===== src/rtl/piradip_cdc_pkg.sv =====
// piradip_cdc_pkg: shared CDC mode enum, width limit and gray decoder
package piradip_cdc_pkg;
  typedef enum logic {CDC_MODE_STABLE, CDC_MODE_GRAY} cdc_mode_t;
  localparam int GRAY_MAX_W = 256;
  function automatic logic [GRAY_MAX_W-1:0] gray2bin(input logic [GRAY_MAX_W-1:0] g);
    logic [GRAY_MAX_W-1:0] b;
    for (int i = 0; i < GRAY_MAX_W; i++) b[i] = ^(g >> i);
    return b;
  endfunction
endpackage


===== src/rtl/piradip_cdc_stable_chan.sv =====
// piradip_cdc_stable_chan: one channel of synchroniser plus stability filter or gray decode
module piradip_cdc_stable_chan
  import piradip_cdc_pkg::*;
#(
  parameter int WIDTH = 32,
  parameter int STAGES = 4,
  parameter int STABLE_CYCLES = 4,
  parameter cdc_mode_t MODE = CDC_MODE_STABLE,
  parameter logic [WIDTH-1:0] RESET_VAL = '0
) (
  input  logic             dst_clk,
  input  logic             dst_rst_n,
  input  logic [WIDTH-1:0] async_data,
  output logic [WIDTH-1:0] dst_data,
  output logic             dst_load,
  output logic             dst_update,
  output logic             dst_valid
);
  localparam int CW = $clog2(STABLE_CYCLES + 1);
  (* ASYNC_REG = "TRUE" *) logic [WIDTH-1:0] sync_q [STAGES];
  logic [WIDTH-1:0] s, p_q, b, nxt;
  logic [CW-1:0] cnt_q, cnt_d;
  logic accept;
  if (STAGES < 2 || STAGES > 8) begin : g_bad_stages
    $error("STAGES must be 2..8");
  end
  if (STABLE_CYCLES < 1 || STABLE_CYCLES > 255) begin : g_bad_stable
    $error("STABLE_CYCLES must be 1..255");
  end
  if (WIDTH < 1 || WIDTH > GRAY_MAX_W) begin : g_bad_width
    $error("WIDTH must be 1..256");
  end
  assign s = sync_q[STAGES-1];
  assign b = WIDTH'(gray2bin(GRAY_MAX_W'(s)));
  always_comb begin
    cnt_d = (s != p_q) ? '0 : (cnt_q == CW'(STABLE_CYCLES)) ? cnt_q : cnt_q + 1'b1;
    accept = (MODE == CDC_MODE_GRAY) ? 1'b1 : (s == p_q) && (cnt_q == CW'(STABLE_CYCLES - 1));
    nxt = (MODE == CDC_MODE_GRAY) ? b : s;
    dst_load = accept && (nxt != dst_data || !dst_valid);
  end
  always_ff @(posedge dst_clk or negedge dst_rst_n) begin
    if (!dst_rst_n) begin
      for (int i = 0; i < STAGES; i++) sync_q[i] <= RESET_VAL;
    end else begin
      sync_q[0] <= async_data;
      for (int i = 1; i < STAGES; i++) sync_q[i] <= sync_q[i-1];
    end
  end
  always_ff @(posedge dst_clk or negedge dst_rst_n) begin
    if (!dst_rst_n) begin
      p_q <= RESET_VAL;
      cnt_q <= '0;
      dst_data <= RESET_VAL;
      dst_valid <= 1'b0;
      dst_update <= 1'b0;
    end else begin
      p_q <= s;
      cnt_q <= cnt_d;
      if (dst_load) dst_data <= nxt;
      dst_valid <= dst_valid | accept;
      dst_update <= dst_load;
    end
  end
endmodule


===== src/rtl/piradip_cdc_stable_bus.sv =====
// piradip_cdc_stable_bus: multi-channel filtered CDC of quasi-static buses
module piradip_cdc_stable_bus
  import piradip_cdc_pkg::*;
#(
  parameter int WIDTH = 32,
  parameter int CHANNELS = 4,
  parameter int STAGES = 4,
  parameter int STABLE_CYCLES = 4,
  parameter cdc_mode_t MODE = CDC_MODE_STABLE,
  parameter logic [WIDTH-1:0] RESET_VAL = '0
) (
  input  logic                      dst_clk,
  input  logic                      dst_rst_n,
  input  logic [CHANNELS*WIDTH-1:0] async_data,
  output logic [CHANNELS*WIDTH-1:0] dst_data,
  output logic [CHANNELS-1:0]       dst_update,
  output logic [CHANNELS-1:0]       dst_valid,
  output logic                      dst_any_update
);
  logic [CHANNELS-1:0] load;
  if (CHANNELS < 1) begin : g_bad_channels
    $error("CHANNELS must be at least 1");
  end
  for (genvar c = 0; c < CHANNELS; c++) begin : g_chan
    piradip_cdc_stable_chan #(
      .WIDTH(WIDTH),
      .STAGES(STAGES),
      .STABLE_CYCLES(STABLE_CYCLES),
      .MODE(MODE),
      .RESET_VAL(RESET_VAL)
    ) u_chan (
      .dst_clk(dst_clk),
      .dst_rst_n(dst_rst_n),
      .async_data(async_data[c*WIDTH +: WIDTH]),
      .dst_data(dst_data[c*WIDTH +: WIDTH]),
      .dst_load(load[c]),
      .dst_update(dst_update[c]),
      .dst_valid(dst_valid[c])
    );
  end
  always_ff @(posedge dst_clk or negedge dst_rst_n) begin
    if (!dst_rst_n) dst_any_update <= 1'b0;
    else dst_any_update <= |load;
  end
endmodule


===== config.mk =====
export PLATFORM = sky130hd
export DESIGN_NAME = piradip_cdc_stable_bus
export DESIGN_NICKNAME = d
export VERILOG_FILES = /design/src/rtl/piradip_cdc_pkg.sv /design/src/rtl/piradip_cdc_stable_chan.sv /design/src/rtl/piradip_cdc_stable_bus.sv
export SDC_FILE = /design/constraint.sdc
export NUM_CORES = 1
export LEC_CHECK = 0
export CORE_MARGIN = 1
export CORE_UTILIZATION = 40
export DETAILED_ROUTE_END_ITERATION = 12
export PLACE_DENSITY = 0.69
export SYNTH_ARGS = -nofsm -noshare
export SYNTH_HDL_FRONTEND = slang
export SYNTH_SLANG_ARGS = --single-unit

===== constraint.sdc =====
create_clock -name dst_clk -period 5.9 [get_ports dst_clk]
set_input_delay 0.59 -clock dst_clk [delete_from_list [all_inputs] [get_ports dst_clk]]
set_output_delay 0.59 -clock dst_clk [all_outputs]
set_load 0.005 [all_outputs]

Yosys cells after proc, flatten, opt, wreduce, memory -nomap -nowiden

Index checks and enable logic that the tools add are counted.

Bits in registers: 789
Latch bits: 0
RAM bits: 0
Memory bits (read-only): 0
Input port bits: 130
Output and inout port bits: 137
Memories kept: 0

Add/sub/neg operators: 4
Multiply operators: 0
Div/mod/pow operators: 0
$lt $le $gt $ge: 0
Eq/ne operators: 24
Shifts and indexed selects: 0
Muxes and demuxes: 8
Bitwise operators: 4
Reductions and logical operators: 17

Operators by type and width:

| kind                                                                  | number |
|---|---|
| 32-bit != test                                                        | 8 |
| 32-bit equality test                                                  | 4 |
| 3-bit 2-to-1 mux                                                      | 8 |
| 3-bit by 1-bit adder with 3-bit output, second input constant         | 4 |
| 3-bit by 2-bit equality test with 1-bit output, second input constant | 4 |
| 3-bit equality test, second input constant                            | 4 |
| 1-bit logical AND                                                     | 8 |
| 2-bit by 1-bit != test with 1-bit output, second input constant       | 4 |
| 1-bit zero test                                                       | 4 |
| 1-bit logical OR                                                      | 4 |
| 1-bit OR                                                              | 4 |
| 4-bit OR reduction                                                    | 1 |

Logic depth before layout (Yosys ltp)

Gate-level depths: netlist of run 1.

Word-level depth: 4
Mapped depth: 7
Depth with buffers taken out: 6

By module

Synthesis of run 1 repeated with hierarchy kept, for this count alone.

Cell total of the unflattened synthesis: 1394
Area total of the unflattened synthesis: 25424.4 um2

Modules (own cells, without submodules):

| module                                         | instances | cells each | area an instance (um2) |
|---|---|---|---|
| piradip_cdc_stable_chan (g_chan[1].u_chan ...) | 3         | 348        | 6336.1 |
| piradip_cdc_stable_chan (g_chan[0].u_chan)     | 1         | 348        | 6383.6 |
| piradip_cdc_stable_bus                         | 1         | 2          | 32.5 |

Least setup slack after synthesis of run 1

No wires, ideal clock.

Path kind: register to register
Start: register g_chan[3].u_chan.sync_q (netlist bit g_chan[3].u_chan.nxt[25])
End: register g_chan[3].u_chan.dst_data[12]
Setup time: 0.125 ns
Data arrival time: 1.904 ns
Path slack: 3.871 ns
Stages on the path, launching flop included: 8
Path buffers: 1
Clock period less this slack: 2.029 ns
Cells stage by stage: dfrtp_1 > xnor2_1 > nand4_1 > nor4_1 > nand4b_1 > o211ai_2 > buf_6 > mux2_2

Word-level cells in the longest chain between the ends: 3
Elaborated cells between the ends (all ways): 5
Classes of those cells: 2 x eq/ne; 3 x reduce/logical

RTL lines:

| item                                                   | line                                                         | source |
|---|---|---|
| start: declaration                                     | piradip_cdc_stable_chan.sv:20                                | `(* ASYNC_REG = "TRUE" *) logic [WIDTH-1:0] sync_q [STAGES];` |
| 32-bit equality test or 32-bit != test (tied branches) | piradip_cdc_stable_chan.sv:37, piradip_cdc_stable_chan.sv:39 |  |
| 1-bit logical AND or 1-bit logical OR (tied branches)  | piradip_cdc_stable_chan.sv:37, piradip_cdc_stable_chan.sv:39 |  |
| 1-bit logical AND *                                    | piradip_cdc_stable_chan.sv:39                                | `dst_load = accept && (nxt != dst_data \|\| !dst_valid);` |
| end signal: assignment                                 | piradip_cdc_stable_chan.sv:59                                | `if (dst_load) dst_data <= nxt;` |
| end: declaration                                       | piradip_cdc_stable_chan.sv:14                                | `output logic [WIDTH-1:0] dst_data,` |

Mark *: on every way between the ends. The rest lies on a longest branch, timed or not.
A chain may end at the register's enable or synchronous reset.

Worst setup path in the final report of run 1

Start: register g_chan[0].u_chan.sync_q (netlist bit g_chan[0].u_chan.nxt[9])
End: register g_chan[0].u_chan.dst_data[4]

Word-level cells in the longest chain between the ends: 3
Elaborated cells between the ends (all ways): 5
Classes of those cells: 2 x eq/ne; 3 x reduce/logical

RTL lines:

| item                                                   | line |
|---|---|
| start: declaration                                     | piradip_cdc_stable_chan.sv:20 |
| 32-bit equality test or 32-bit != test (tied branches) | piradip_cdc_stable_chan.sv:37, piradip_cdc_stable_chan.sv:39 |
| 1-bit logical AND or 1-bit logical OR (tied branches)  | piradip_cdc_stable_chan.sv:37, piradip_cdc_stable_chan.sv:39 |
| 1-bit logical AND *                                    | piradip_cdc_stable_chan.sv:39 |
| end signal: assignment                                 | piradip_cdc_stable_chan.sv:59 |
| end: declaration                                       | piradip_cdc_stable_chan.sv:14 |

Marked as above.

==> results of run 1 <==
==> timing repair <==
action	CTS	global route
hold buffers	1	0
hold endpoints to repair	18	0
setup endpoints to repair	0	0
==> final cells by class <==
class,count,area [um^2]
multi-input cells,585,5030
clock buffers,112,2280
flip-flops and latches,789,19700
fillers,5019,30200
clock inverters,33,576
well taps,837,1050
repair buffers,276,2800
inverters,12,45.0
==> metal layers <==
metal / routed length (um) / global-route usage, %
met1: 19900 / 19.8
met2: 22200 / 23.9
met3: 2860 / 4.34
met4: 1280 / 5.80
met5: 55 / 0
==> worst register-to-register path: stages, from the launching register on <==
cell and delay [ns]:
sky130_fd_sc_hd__dfrtp_1 0.43, sky130_fd_sc_hd__xnor2_1 0.37, sky130_fd_sc_hd__nand4_1 0.20, sky130_fd_sc_hd__nor4_1 0.47, sky130_fd_sc_hd__nand4b_1 0.24, sky130_fd_sc_hd__o211ai_2 0.76, sky130_fd_sc_hd__buf_4 0.42, sky130_fd_sc_hd__mux2_2 0.40
==> worst min path at each step <==
stage	startpoint	end	slack [ns]	cells past startpoint
3_3_place_gp	g_chan[0].u_chan.sync_q[81]	g_chan[0].u_chan.sync_q[49]	0.33	0
4_1_cts	g_chan[2].u_chan.sync_q[49]	g_chan[2].u_chan.nxt[17]	0.33	0
5_1_grt	g_chan[2].u_chan.sync_q[49]	g_chan[2].u_chan.nxt[17]	0.34	0
2_1_floorplan	dst_rst_n	dst_any_update	0.29	0
3_5_place_dp	g_chan[0].u_chan.sync_q[88]	g_chan[0].u_chan.sync_q[56]	0.33	0
6_report	g_chan[2].u_chan.sync_q[49]	g_chan[2].u_chan.nxt[17]	0.33	0
==> cells by family after synthesis <==
group,Yosys count
buf+inv,32
mux,132
compound gates,12
xor+xnor,260
fa+ha+maj,12
flops,789
simple gates,169
==> power by group through the flow <==
stage	logic (uW)	clock network [uW]	registers (uW)
floorplan	112	0	5820
global placement	339	0	5850
detailed placement	344	0	5860
CTS	348	5540	5760
global route	381	5750	5780
finish	337	5380	5760
==> registers in the layout, indices dropped and copies added (netlist names) <==
signal / count
dst_any_update: 1
g_chan.u_chan.cnt_q: 12
g_chan.u_chan.dst_data: 128
g_chan.u_chan.dst_update: 4
g_chan.u_chan.dst_valid: 4
g_chan.u_chan.nxt: 128
g_chan.u_chan.p_q: 128
g_chan.u_chan.sync_q: 384
==> stage by stage <==
stage	cell area [um^2]	power [uW]	hold slack, ns	cells	utilization, %
floorplan	25000	5930	0.294	1406	-
global placement	28700	6190	0.331	2498	46.4
detailed placement	28700	6200	0.335	2498	46.4
CTS	31500	11600	0.332	2644	51.1
global route	31500	11900	0.340	2644	51.1
finish	31500	11500	0.333	2644	51.1
==> placed cells by master (no fill, tap or decap), drive strengths merged, types with 13 or more instances in the layout <==
master,instances
clkbuf,112
xor2,136
nor4,48
dfrtp,789
mux2,128
xnor2,124
inv,16
clkdlybuf4s50,265
bufinv,15
nand2,36
nand4,48
clkinv,13
==> flow_metrics.py, run 1 <==
metrics = {
    "setup_path": {
        "timing.critical_path.from_type": "register",
        "critical_path_launch_point": "g_chan[0].u_chan.nxt[9]",
        "critical_path.max_stage_delay_ns": 0.76,
        "timing.reg2reg.setup_slack_ns": 2.49,
        "worstSetupEndpointType": "register",
        "r2r-end": "g_chan[0].u_chan.dst_data[4]",
        "worstPathCellList": "xnor2_1 -> nand4_1 -> nor4_1 -> nand4b_1 -> o211ai_2 -> buf_4 -> mux2_2",
        "timing.critical_path.arrival_ns": 3.90,
        "worstSetupPathDepth": 7,
        "worst_path_max_delay_cell": "sky130_fd_sc_hd__o211ai_2",
        "crit_family": "simple AND/OR/NAND/NOR gates",
        "timing.critical_path.to": "g_chan[0].u_chan.dst_data[4]",
        "cp.required_ns": 6.40,
        "r2r.worst_path.cells": 7,
        "timing_worst_setup_path_type": "reg -> reg",
        "timing.critical_path.fanout_max": 18,
        "path_buf_inv": 1,
        "rr_startpoint": "g_chan[0].u_chan.nxt[9]",
    },
    "synth": {
        "synth_largest_area_cell": "sky130_fd_sc_hd__dfrtp_1",
        "dominantRegCellSynth": "sky130_fd_sc_hd__dfrtp_1",
        "synthDistinctLibCells": 26,
        "synth_simple_gate_area_share_pct": 3.82,
        "syn_avg_cell_area_um2": 17.8,
        "yosys.area.top_type_share_pct": 79.0,
        "synth_xor_area_share_pct": 9.11,
        "count_of_flip_flops_with_a_built_in_enable_after_synthesis": 0,
        "syn-cell-area_um2": 25000,
        "synth_compound_area_share_pct": 0.445,
        "multiplexer_share_of_the_synthesized_area_pct": 6.12,
        "synth.area.top_cells": "sky130_fd_sc_hd__dfrtp_1, sky130_fd_sc_hd__mux2_2, sky130_fd_sc_hd__xor2_1, sky130_fd_sc_hd__xnor2_1, sky130_fd_sc_hd__nand4_1",
        "leading_cell_type_by_number_of_instances_after_synthesis": "sky130_fd_sc_hd__dfrtp_1",
        "share_of_synthesized_cell_area_in_full_adder_half_adder_and_majority_cells_pct": 0.600,
        "register_bit_total_from_synthesis": 789,
        "main_combinational_cell_family_by_area_after_synthesis": "XOR/XNOR gates",
        "synth_fp_nets": 1548,
        "ys_async_sr_fraction_pct": 100,
        "synth_commonest_cells": "sky130_fd_sc_hd__dfrtp_1, sky130_fd_sc_hd__xor2_1, sky130_fd_sc_hd__xnor2_1, sky130_fd_sc_hd__mux2_2",
        "yosysWarningCount": 0,
        "yosysSeqAreaShare_pct": 79.0,
        "syn_inst": 1406,
    },
    "sta": {
        "finalWorstSetupSlack_ns": 2.49,
        "timing.clock.skew_ns": 0.0212,
        "slew_violations": 0,
        "hold_viol": 0,
        "worst-slew-pin-transition_ns": 1.06,
        "setup-tns-final_ns": 0,
        "timing.final.crit_share_pct": 57.8,
        "setup_viol": 0,
        "timing.final.crit_period_ns": 3.41,
        "unrepaired_setup_endpoints_after_global_routing": "no",
        "highest_clock_frequency_the_design_can_meet_ghz": 0.293,
        "slew_headroom_pct": 29.6,
    },
    "floorplanning": {
        "initial_core_util_pct": 40.5,
        "die_area_um2": 63500,
        "die_x_um": 252,
        "floorplan.io_pins": 267,
        "fp.dieH_um": 252,
        "rows": 91,
        "floorplan_core_area_um2": 61700,
    },
    "clocking": {
        "cts_made_buffers": 79,
        "clk-insertion-delay-late_ns": 0.62,
        "tritoncts": "done",
        "cts-root-to-sink-buffers": 3,
        "cts_resized": 0,
        "clk_root_buffer_cell": "sky130_fd_sc_hd__clkbuf_16",
        "cts_sinks": 789,
        "cts_post_setup_buffers_inserted": 0,
        "cts.reportedPaths.clkPinSlew_ns": 0.06,
        "cts-htree-levels": 3,
    },
    "routing": {
        "drt-vias-per-instance": 4.54,
        "vias": 12000,
        "avgRoutedWirePerCell_um": 17.5,
        "totalWireLength_mm": 46.3,
        "dr.pass1.iters": 5,
        "detail_route.drc_violations": 0,
        "drtIter0Drc": 544,
        "ant_nets": 0,
    },
    "final_layout": {
        "insertedDiodeCount": 0,
        "num-nets-final": 1885,
        "syn_to_final_growth_pct": 26.1,
        "drive_gt1_share_pct": 15.2,
    },
    "placement": {
        "place_ws_ns": 2.81,
        "place.gp.congestion": 0.872,
        "io_buffer_count": 266,
        "detailedPlacementHpwl_mm": 31.2,
    },
    "power_and_ir_drop": {
        "p_switching_uw": 2320,
        "power.static_leakage_uw": 0.0139,
        "vdd_ir_drop_max_uv": 260,
        "power_density_nw_per_um2": 364,
        "clock_power_share_pct": 46.9,
        "cell_internal_pwr_uw": 9150,
        "sw_frac_of_total_pct": 20.2,
        "sequentialPowerShare_pct": 50.2,
        "power.share.combinational_pct": 2.9,
    },
    "outcome": {
        "run_status": "complete, no violations",
    },
    "global_routing": {
        "grt_max_degree": 198,
        "gr-usage-all-layers_pct": 15.1,
        "global_route.overflow_total": 0,
        "grt_first_pass_wirelength_mm": 74.4,
        "grt_pass1_vias": 13200,
        "grt_antenna_before_repair": 5,
    },
    "worst_hold_path": {
        "hold_path_class": "reg -> reg",
    },
    "flow_run": {
        "max_cap_violations": 0,
    },
}
No activity file was read; power rests on OpenSTA's default activity.
==> run 2: changes to the inputs <==
--- a/config.mk
+++ b/config.mk
@@ -8,7 +8,7 @@
 export CORE_MARGIN = 1
 export CORE_UTILIZATION = 40
 export DETAILED_ROUTE_END_ITERATION = 12
-export PLACE_DENSITY = 0.69
+export PLACE_DENSITY = 0.71
 export SYNTH_ARGS = -nofsm -noshare
 export SYNTH_HDL_FRONTEND = slang
 export SYNTH_SLANG_ARGS = --single-unit
==> constraint.sdc (replaced) <==
create_clock -name dst_clk -period 2.85 [get_ports dst_clk]
set_input_delay 0.285 -clock dst_clk [delete_from_list [all_inputs] [get_ports dst_clk]]
set_output_delay 0.285 -clock dst_clk [all_outputs]
set_load 0.005 [all_outputs]
==> run 2 against run 1 <==
Net effect: critical path depth stayed put; worst setup slack worse by 2.2 ns; sequential share of layout area hardly changed; non-clock buffer count is 21 higher; sequential power is 110% higher; first-iteration DRC count is 28% higher; die area stayed put; clock power is 93% higher; power is 100% higher; cell count is 0.64% higher; critical endpoint is now g_chan[0].u_chan.dst_data[29].
==> flow_metrics.py, run 2 (synthesis gave the netlist of run 1 again) <==
metrics = {
    "routing": {
        "detail_route.drc_violations": 0,
        "ant_nets": 0,
        "drtIter0Drc": 695,
        "drt-vias-per-instance": 4.56,
        "vias": 12100,
        "totalWireLength_mm": 47.9,
        "avgRoutedWirePerCell_um": 18.0,
        "dr.pass1.iters": 5,
    },
    "placement": {
        "place.gp.congestion": 0.853,
        "place_ws_ns": 0.311,
        "dpl-instance-area_um2": 28900,
        "io_buffer_count": 266,
        "detailedPlacementHpwl_mm": 32.9,
    },
    "setup_path": {
        "timing_worst_setup_path_type": "reg -> reg",
        "worstPathCellList": "xnor2_1 -> nand4_1 -> nor4_1 -> nand4b_1 -> o211ai_2 -> buf_4 -> mux2_2",
        "path_buf_inv": 1,
        "crit_family": "simple AND/OR/NAND/NOR gates",
        "timing.critical_path.fanout_max": 21,
        "worstSetupPathDepth": 7,
        "timing.critical_path.from_type": "register",
        "timing.critical_path.arrival_ns": 3.10,
        "cp.required_ns": 3.35,
        "critical_path.max_stage_delay_ns": 0.43,
        "r2r.worst_path.cells": 7,
        "worstSetupEndpointType": "register",
        "worst_path_max_delay_cell": "sky130_fd_sc_hd__dfrtp_1",
    },
    "power_and_ir_drop": {
        "vdd_ir_drop_max_uv": 532,
        "power_density_nw_per_um2": 732,
        "sw_frac_of_total_pct": 21.3,
        "power.share.combinational_pct": 3.2,
        "power.static_leakage_uw": 0.0140,
        "p_switching_uw": 4930,
        "sequentialPowerShare_pct": 51.6,
        "total_power_uw": 23100,
        "clock_power_share_pct": 45.2,
        "cell_internal_pwr_uw": 18200,
    },
    "sta": {
        "slew_violations": 0,
        "setup-tns-final_ns": 0,
        "slew_headroom_pct": 51.9,
        "unrepaired_setup_endpoints_after_global_routing": "no",
        "timing.final.crit_period_ns": 2.60,
        "finalWorstSetupSlack_ns": 0.250,
        "timing.final.crit_share_pct": 91.2,
        "timing.clock.skew_ns": 0.0157,
        "setup_viol": 0,
        "hold_viol": 0,
        "highest_clock_frequency_the_design_can_meet_ghz": 0.385,
        "worst-slew-pin-transition_ns": 0.722,
    },
    "outcome": {
        "run_status": "complete, no violations",
    },
    "global_routing": {
        "globalRoute.busiestLayer": "met2",
        "grtUsageMet3_pct": 4.49,
        "groute.layer.met1.usage_pct": 19.5,
        "gr-usage-all-layers_pct": 15.6,
        "grt_antenna_before_repair": 4,
        "grtUsageMet2_pct": 25.8,
        "grt_max_degree": 91,
        "global_route.overflow_total": 0,
        "grt_pass1_vias": 13500,
        "grt_first_pass_wirelength_mm": 76.1,
    },
    "flow_run": {
        "max_cap_violations": 0,
    },
    "final_layout": {
        "insertedDiodeCount": 0,
        "syn_to_final_growth_pct": 26.2,
        "most_frequent_standard_cell_in_the_layout_excluding_fill_and_tap_cells": "sky130_fd_sc_hd__dfrtp_1",
        "postLayoutCellArea_um2": 31500,
        "largest_register_ffs": 384,
        "num-nets-final": 1907,
        "drive_gt1_share_pct": 16.4,
        "largest_register": "g_chan.u_chan.sync_q",
        "mostFrequentLayoutCells": "sky130_fd_sc_hd__dfrtp_1, sky130_fd_sc_hd__clkdlybuf4s50_1, sky130_fd_sc_hd__xor2_1",
    },
    "floorplanning": {
        "die_x_um": 252,
        "initial_core_util_pct": 40.5,
        "rows": 91,
        "fp.dieH_um": 252,
        "die_area_um2": 63500,
        "floorplan_core_area_um2": 61700,
        "floorplan.io_pins": 267,
    },
    "clocking": {
        "cts-htree-levels": 3,
        "cts_made_buffers": 80,
        "cts-root-to-sink-buffers": 3,
        "cts.reportedPaths.clkPinSlew_ns": 0.06,
        "clk-insertion-delay-late_ns": 0.62,
        "tritoncts": "done",
        "clk_root_buffer_cell": "sky130_fd_sc_hd__clkbuf_16",
        "cts_sinks": 789,
        "cts_post_setup_buffers_inserted": 0,
    },
    "worst_hold_path": {
        "hold-path-cell-count": 1,
        "hold_path_class": "in -> reg",
    },
}
## run 2: power by group through the flow
stage	sequential (uW)	clock [uW]	combinational, uW
3_5_place_dp	12100	0	747
5_1_grt	12000	11200	825
6_report	11900	10400	733
4_1_cts	11900	10700	756
3_3_place_gp	12100	0	733
2_1_floorplan	12000	0	232
## run 2: worst paths after layout
check / from / end / slack, ns
hold reg to reg: g_chan[1].u_chan.sync_q[33] / g_chan[1].u_chan.nxt[1] / 0.34
setup reg to reg: g_chan[0].u_chan.nxt[9] / g_chan[0].u_chan.dst_data[29] / 0.25
max in group asynchronous: dst_rst_n / g_chan[2].u_chan.sync_q[108] / 1.54
min in group asynchronous: dst_rst_n / g_chan[0].u_chan.dst_data[4] / 0.25
hold / removal: async_data[83] / g_chan[2].u_chan.sync_q[115] / 0.1
setup / recovery: g_chan[0].u_chan.nxt[9] / g_chan[0].u_chan.dst_data[29] / 0.25
## run 2: area by class of cell
type | instances | area [um^2]
fillers | 5031 | 30200
flip-flops and latches | 789 | 19700
multi-input cells | 585 | 5030
repair buffers | 297 | 3000
clock buffers | 107 | 2300
well taps | 837 | 1050
clock inverters | 34 | 380
inverters | 12 | 45.0
## run 2: through the flow
stage                     util, %  std cells  hold slack, ns
final                        51.1       2661          0.0976
after global routing         51.1       2661          0.0619
after global placement       46.8       2519           0.331
after CTS                    51.1       2661          0.0535
after detailed placement     46.8       2519           0.335
after floorplan                 -       1406         -0.0106
## run 2: metal layers
| layer | up-vias | routed length [um] |
|---|---|---|
| li1 | 5429 | - |
| met1 | 6284 | 20000 |
| met2 | 310 | 23800 |
| met3 | 106 | 2830 |
| met4 | 6 | 1260 |
| met5 | - | 32 |
## run 2: what timing repair did
item,CTS,global route
resized for setup,0,0
hold endpoints to repair,51,0
hold buffers,1,0
==> variant (config.mk and constraints of run 2) <==
Change the parameter `CHANNELS` from 4 to 5.
--- a/src/rtl/piradip_cdc_stable_bus.sv
+++ b/src/rtl/piradip_cdc_stable_bus.sv
@@ -3,7 +3,7 @@
   import piradip_cdc_pkg::*;
 #(
   parameter int WIDTH = 32,
-  parameter int CHANNELS = 4,
+  parameter int CHANNELS = 5,
   parameter int STAGES = 4,
   parameter int STABLE_CYCLES = 4,
   parameter cdc_mode_t MODE = CDC_MODE_STABLE,
Ports: changed (resized async_data, dst_data, dst_update and dst_valid); port bits go from 267 to 333. No check against the original RTL was run, so the function may have changed too.
==> variant against run 2 <==
- power grew 27%
- synthesized cell count grew 25%
- sequential power grew 25%
- clock power grew 29%
- final area grew 26%
- sequential cell count grew 197
- wire length grew 34%
- first-iteration DRC count grew 37%
- worst hold slack lost 0.016 ns
- synthesized area grew 25%
- setup slack lost 0.13 ns
- critical path type unchanged
- highest routed layer is now met4
==> variant: results (changes against run 2) <==
Run status
  • Status: finished, final reports clean

Synthesis
  • Synth warnings: 0 (unchanged)
  • Top post-synthesis cells by area: dfrtp_1, xor2_1, mux2_2, xnor2_1, mux2_4
  • Avg Inst Size Synth: 17.8 um2 (about the same)
  • Yosys cell types: 33 (+27%)
  • Syn Nets: 1934 (+25%)
  • Register area share after synthesis: 0.790 (about the same)
  • Commonest cells post-synth: dfrtp_1, xor2_1, xnor2_1, mux2_2, nand4_1

Routing
  • Detailed router's first-iteration violation count: 954 (+37%)
  • WL met1: 27400 um (+37%)
  • DR vias/cell: 4.59 (+0.54%)
  • Routed vias: 15300 (+26%)
  • Met3 wire len: 3410 um (+21%)
  • Avg WL per Cell: 19.3 um (+7.3%)
  • Uppermost layer routed: met4
  • Metal2 WL: 31400 um (+32%)

STA
  • Slew Limit Fails: 0 (unchanged)
  • Skew final: 0.0292 ns (+0.0135 ns)
  • Slew @ Worst Pin: 0.556 ns (-0.166 ns)
  • Crit share post-route: 0.959 (+0.0469)

Placement
  • PortBufs: 332 (+25%)
  • Post-Place Worst Slack: 0.178 ns (-0.133 ns)
  • DP HPWL: 44900 um (+36%)
  • Post-Place Cell Area: 0.0362 mm2 (+25%)
  • Cell total after placement: 3144 (+25%)
  • Placer Congestion: 0.875 (+2.7%)

Power
  • Leakage power: 17.6 nW (+26%)
  • Worst VDD drop: 489 uV (-8.0%)

Layout
  • Total Nets Final: 2383 (+25%)
  • Share of cells above drive strength 1: 0.166 (+0.00161)
  • Max reg flops: 480 (+25%)

GRT
  • Gr usage total: 0.166 (+0.0103)
  • Largest net degree at the start of global routing: 86 (-5.5%)
  • Number of global-route vias before repair: 16900 (+25%)
  • First-pass GRT wire length: 99900 um (+31%)

Min path
  • HP Start: async_data[3]
  • HP Class: primary input to flip-flop

Setup path
  • Slowest cell delay on critical path: 0.61 ns (+0.18 ns)
  • Slowest CP cell: or4b_2
  • R2R Path Start: g_chan[4].u_chan.nxt[8]
  • Reg2Reg Setup Slack: 0.12 ns (-0.13 ns)
  • R2R cell count: 6 (-1)
  • Crit path max fanout: 4 (-81%)
  • Arrival time of the worst setup path: 3.22 ns (+0.12 ns)
  • CP Capture Point: dst_any_update

CTS
  • Worst-path clk slew: 0.06 ns (about the same)
  • TritonCTS Buffers: 99 (+24%)
  • Clock latency on the worst-skew pair: 0.64 ns (+0.02 ns)
==> variant: what timing repair did <==
item,4_1_cts,5_1_grt
buffers inserted,0,0
hold endpoints to repair,74,0
endpoints found under the setup margin,0,23
resized for setup,0,3
hold buffers,1,0
==> variant: per-layer routing <==
layer	up-vias	GRT usage
li1	6803	-
met1	7929	0.220
met2	398	0.267
met3	134	0.0411
met4	0	0.0595
met5	-	0
==> variant: where the power goes <==
| part | leakage, nW | internal [mW] | switching, mW |
|---|---|---|---|
| Sequential | 11.9 | 14.6 | 0.333 |
| Combinational | 3.96 | 0.432 | 0.505 |
| Clock | 1.69 | 8.02 | 5.41 |
==> variant: layout make-up <==
class,count,area (um2)
flip-flops and latches,986,24700
diodes,1,2.50
repair buffers,373,3830
multi-input cells,730,6350
clock buffers,124,2720
clock inverters,59,733
inverters,16,60.1
well taps,1040,1300
fillers,6207,37700
==> variant: worst min-delay path by stage <==
stage | slack (ns) | to
floorplan | -0.01 | dst_any_update
global placement | 0.24 | g_chan[3].u_chan.sync_q[91]
detailed placement | 0.25 | g_chan[3].u_chan.sync_q[91]
CTS | 0.03 | g_chan[0].u_chan.sync_q[99]
global route | 0.04 | g_chan[2].u_chan.sync_q[119]
finish | 0.08 | g_chan[0].u_chan.sync_q[99]
==> variant: cells by family (layout without fill, tap and decap cells) <==
family          after synthesis  after routing  share of synthesized area
xor+xnor                    326            326                     0.0914
simple gates                209            209                     0.0383
buf+inv                      41            572                    0.00733
compound gates               15             15                    0.00417
fa+ha+maj                    15             15                    0.00601
flops                       986            986                      0.790
other cells                   0              1                          0
mux                         165            165                     0.0629
==> variant: worst register-to-register path, stage by stage (launching register included) <==
cell,delay [ns]
dfrtp_1,0.43
xnor2_1,0.28
nand4_1,0.13
nor4_1,0.35
nand4_1,0.40
a32oi_1,0.40
or4b_2,0.61
